**src/rtl/shift_mix_stage.sv**
```systemverilog
// AES round stage after SubBytes: ShiftRows, then column-serial MixColumns.
// MixColumns is skipped on the final round; result held under valid/ready.
module shift_mix_stage #(
  parameter int COLS_PER_CYCLE = 1
) (
  input  logic         clock,
  input  logic         reset,
  input  logic         in_valid,
  output logic         in_ready,
  input  logic         last_round,
  input  logic [0:127] block_in,
  output logic         out_valid,
  input  logic         out_ready,
  output logic [0:127] block_out,
  output logic         busy
);

  localparam int NMIX = 4 / COLS_PER_CYCLE;

  if (COLS_PER_CYCLE != 1 && COLS_PER_CYCLE != 2 &&
      COLS_PER_CYCLE != 4) begin : g_bad_cols
    $error("COLS_PER_CYCLE must be 1, 2 or 4");
  end

  typedef enum logic [1:0] {
    IDLE,
    LOAD,
    MIX,
    DONE
  } state_t;

  state_t       state;
  state_t       state_nxt;
  logic [1:0]   col_cnt;
  logic         last_q;
  logic [0:127] work;
  logic [0:127] work_mix;
  logic [1:0]   col;
  logic         mix_end;

  function automatic logic [7:0] xtime(input logic [7:0] b);
    return {b[6:0], 1'b0} ^ (b[7] ? 8'h1b : 8'h00);
  endfunction

  function automatic logic [31:0] mix_col(input logic [31:0] c);
    logic [7:0] a0, a1, a2, a3;
    a0 = c[31:24];
    a1 = c[23:16];
    a2 = c[15:8];
    a3 = c[7:0];
    return {
      xtime(a0) ^ xtime(a1) ^ a1 ^ a2 ^ a3,
      a0 ^ xtime(a1) ^ xtime(a2) ^ a2 ^ a3,
      a0 ^ a1 ^ xtime(a2) ^ xtime(a3) ^ a3,
      xtime(a0) ^ a0 ^ a1 ^ a2 ^ xtime(a3)
    };
  endfunction

  // byte (r,c) sits at index 4c+r; row r rotates left by r columns
  function automatic logic [0:127] shift_rows(input logic [0:127] s);
    logic [0:127] o;
    o = '0;
    for (int c = 0; c < 4; c++) begin
      for (int r = 0; r < 4; r++) begin
        o[8*(4*c+r) +: 8] = s[8*(4*((c+r)%4)+r) +: 8];
      end
    end
    return o;
  endfunction

  assign in_ready  = (state == IDLE);
  assign out_valid = (state == DONE);
  assign busy      = (state == LOAD) || (state == MIX);
  assign mix_end   = (col_cnt == 2'(NMIX - 1));

  // mix the column group selected by col_cnt, leave the rest untouched
  always_comb begin
    work_mix = work;
    col      = '0;
    for (int j = 0; j < COLS_PER_CYCLE; j++) begin
      col = 2'(int'(col_cnt) * COLS_PER_CYCLE + j);
      work_mix[32*col +: 32] = mix_col(work[32*col +: 32]);
    end
  end

  // next-state decode
  always_comb begin
    state_nxt = state;
    unique case (state)
      IDLE: if (in_valid) state_nxt = LOAD;
      LOAD: state_nxt = last_q ? DONE : MIX;
      MIX:  if (mix_end) state_nxt = DONE;
      DONE: if (out_ready) state_nxt = IDLE;
    endcase
  end

  // state register
  always_ff @(posedge clock or posedge reset) begin
    if (reset) state <= IDLE;
    else       state <= state_nxt;
  end

  // working register, column counter and held result
  always_ff @(posedge clock or posedge reset) begin
    if (reset) begin
      work      <= '0;
      block_out <= '0;
      col_cnt   <= '0;
      last_q    <= 1'b0;
    end else begin
      unique case (state)
        IDLE: begin
          if (in_valid) begin
            work   <= shift_rows(block_in);
            last_q <= last_round;
          end
        end
        LOAD: begin
          col_cnt <= '0;
          if (last_q) block_out <= work;
        end
        MIX: begin
          work <= work_mix;
          if (mix_end) block_out <= work_mix;
          else         col_cnt   <= col_cnt + 2'd1;
        end
        default: ;
      endcase
    end
  end

endmodule

```
**config.mk**
```make
export PLATFORM = sky130hd
export DESIGN_NAME = shift_mix_stage
export DESIGN_NICKNAME = d
export VERILOG_FILES = /design/src/rtl/shift_mix_stage.sv
export SDC_FILE = /design/constraint.sdc
export NUM_CORES = 1
export LEC_CHECK = 0
export ABC_AREA = 0
export CORE_ASPECT_RATIO = 0.5
export CORE_MARGIN = 3
export CORE_UTILIZATION = 57
export CTS_CLUSTER_SIZE = 14
export DETAILED_ROUTE_END_ITERATION = 10
export GPL_ROUTABILITY_DRIVEN = 1
export PLACE_DENSITY = 0.84
export SLEW_MARGIN = 0
export SYNTH_ARGS = -nofsm -noshare
export SYNTH_HDL_FRONTEND = slang
export SYNTH_SLANG_ARGS = --single-unit
```
**constraint.sdc**
```tcl
create_clock -name clock -period 24.4 [get_ports clock]
set_input_delay 2.44 -clock clock [delete_from_list [all_inputs] [get_ports clock]]
set_output_delay 2.44 -clock clock [all_outputs]
set_load 0.03 [all_outputs]
```
==> impl_metrics.ini <==
[detailed_routing]
viasPerCell = 6.98
dr.pass1.iters = 6
totalWireLength_um = 51500
vias = 13338
routedWlPerCell_um = 26.9
drt_iter0_markers = 2306
drc = 0
drtAntennaViolNets = 0

[die]
initial_core_util = 0.586
die-area_mm2 = 0.0270
core_mm2 = 0.0243
die_w_um = 229
die_h_um = 118
io-pin-count = 264
rows = 40

[setup_path]
worstPathMaxFanout = 37
slowest_stage = clkdlybuf4s50_1
r2r_start = col_cnt[0]
ff2ff_path_depth = 8
regToRegEndpoint = block_out[125]
crit_chain = inv_1 > ha_1 > buf_4 > clkdlybuf4s50_1
required_ps = 21960
reg2reg_setup_slack_ps = 20480
worst-endpoint-arrival_ps = 2390
cp-start-kind = flop
crit_path_end_kind = output port
max_stage_delay_ps = 760
critPathKind = flop to output port

[worst_hold_path]
hold_depth = 2
whs_endpoint = block_out[101]
hp-class = flop to flop
hold_start = block_out[101]

[logic_synthesis]
avgSynthCellArea_um2 = 10.3
yosys-top-cells-area = dfrtp_1, a22oi_1, xnor3_1
synth_edf_count = 0
yosysWarnings = 0
synth_top_area_frac = 0.459
ys_dominant_reg_cell = dfrtp_1
netlist_instances = 1374
yosysTopAreaCell = dfrtp_1
ys_ff_latch = 261
synthArstFlopShare = 1.00
synth_cell_types = 48
synth.cell_area_mm2 = 0.0142
syn-num-nets = 1515
synth_seq_area_share = 0.459

[clocking]
post_cts_resized = 0
cts_setup_buffers = 0
clock_tree.root_cell = clkbuf_16
clk_pin_slew_ps = 60
htreeDepth = 1
insertion_delay_ps = 550
ctsHoldBuffers = 0
numCtsBuffers = 24
cts_tree = done
clock_path_buffers = 3
clock-sinks = 261

[global_route]
gr-usage-met1 = 0.536
grt_pass1_wl_um = 79100
grt_use_total = 0.376
grt_max_degree = 183
top_usage_layer = met2
grt_overflow = 0
antenna_found_initial = 0
grt_pass1_vias = 13134
grtUsageMet3 = 0.121
global_route.usage.met2 = 0.556

[final_layout]
antenna_cells = 0
layout_commonest_cell = clkdlybuf4s50_1
design_area_mm2 = 0.0177
final-instance-count-excl-fill = 1911
drive_above_1_share = 0.0730
mostFrequentLayoutCells = clkdlybuf4s50_1, dfrtp_1, nand2_1, a22oi_1, o21ai_0
areaGrowthSynthToFinish_pct = 24.6
nNetsFinal = 1702

[placed_design]
gp_congestion = 0.929
place_inst = 1871
port_buffers = 263
dpl.hpwl_um = 34300
place_area_mm2 = 0.0170

[sta]
skew_ps = 18.9
setup_viol = 0
finalCriticalPeriod_ps = 4830
fmax_mhz = 207
setup_tns_ps = 0
drv_slew = 0
period_share = 0.198
relSlewSlack = 0.217
rsz0062_at_grt = no
tightest_slew_ps = 1170
whs_ps = 494
hold_viol_final = 0

[job]
max_cap_viol_count = 0

[outcome]
status = finished, final reports clean
[through the flow]
step | setup WS, ps | utilization
floorplan | 14780 | -
global placement | 19770 | 0.699
detailed placement | 19660 | 0.699
CTS | 19590 | 0.730
global route | 19510 | 0.730
finish | 19570 | 0.730
[final cells by class]
cell class	instances	area [um2]
Multi-Input combinational cell	967	7090
Fill cell	1661	6550
Sequential cell	261	6530
Timing Repair Buffer	288	2830
Clock buffer	34	679
Tap cell	336	420
Clock inverter	6	82.6
Inverter	19	78.8
[critical path: cells and delay by family, from the launching register on]
family | cells | cell delay, ps
buffers and inverters | 3 | 1270
DFF | 1 | 410
adders and majority gates | 1 | 160
[cells by family (layout without fill, tap and decap cells)]
group | count (synthesis) | in the layout | share of synthesized area
simple gates | 304 | 304 | 0.0949
flops | 261 | 261 | 0.459
compound gates | 546 | 546 | 0.246
xor+xnor | 73 | 73 | 0.0953
fa+ha+maj | 8 | 8 | 0.00704
buf+inv | 146 | 347 | 0.0428
mux | 36 | 36 | 0.0546
[registers in the layout (all words and copies together), names as in the netlist]
name       flops
state          2
work         128
block_out    128
col_cnt        2
last_q         1
[how the worst max path moves through the flow]
stage | startpoint | endpoint | slack, ps
floorplan | reset | block_out[0] | 14780
global placement | reset | block_out[65] | 19770
detailed placement | in_valid | work[56] | 19660
CTS | state[0] | in_ready | 19590
global route | state[0] | in_ready | 19510
finish | state[0] | in_ready | 19570
[per-layer routing]
| layer | wire length, um | vias up |
|---|---|---|
| li1 | - | 5500 |
| met1 | 19500 | 6551 |
| met2 | 22400 | 1122 |
| met3 | 7870 | 165 |
| met4 | 1790 | 0 |
| met5 | 0 | - |
[Yosys cell counts (4+ instances only)]
| library cell | instances |
|---|---|
| a21oi_1 | 102 |
| a22oi_1 | 128 |
| a2bb2oi_1 | 24 |
| a311oi_1 | 4 |
| a31oi_1 | 9 |
| buf_2 | 4 |
| clkbuf_1 | 117 |
| dfrtp_1 | 261 |
| ha_1 | 8 |
| inv_1 | 18 |
| mux4_2 | 29 |
| nand2_1 | 128 |
| nand2b_1 | 6 |
| nor2_1 | 82 |
| nor2b_1 | 49 |
| nor3_1 | 26 |
| o21ai_0 | 130 |
| o21ai_1 | 15 |
| o221ai_1 | 52 |
| o22ai_1 | 73 |
| xnor2_1 | 11 |
| xnor2_2 | 5 |
| xnor3_1 | 31 |
| xnor3_2 | 5 |
| xor2_1 | 8 |
| xor2_2 | 4 |
| xor3_1 | 6 |
Power is left out: the tool's default activity adds up to more than one toggle a clock period on the data nets, which glitch-free logic cannot reach.
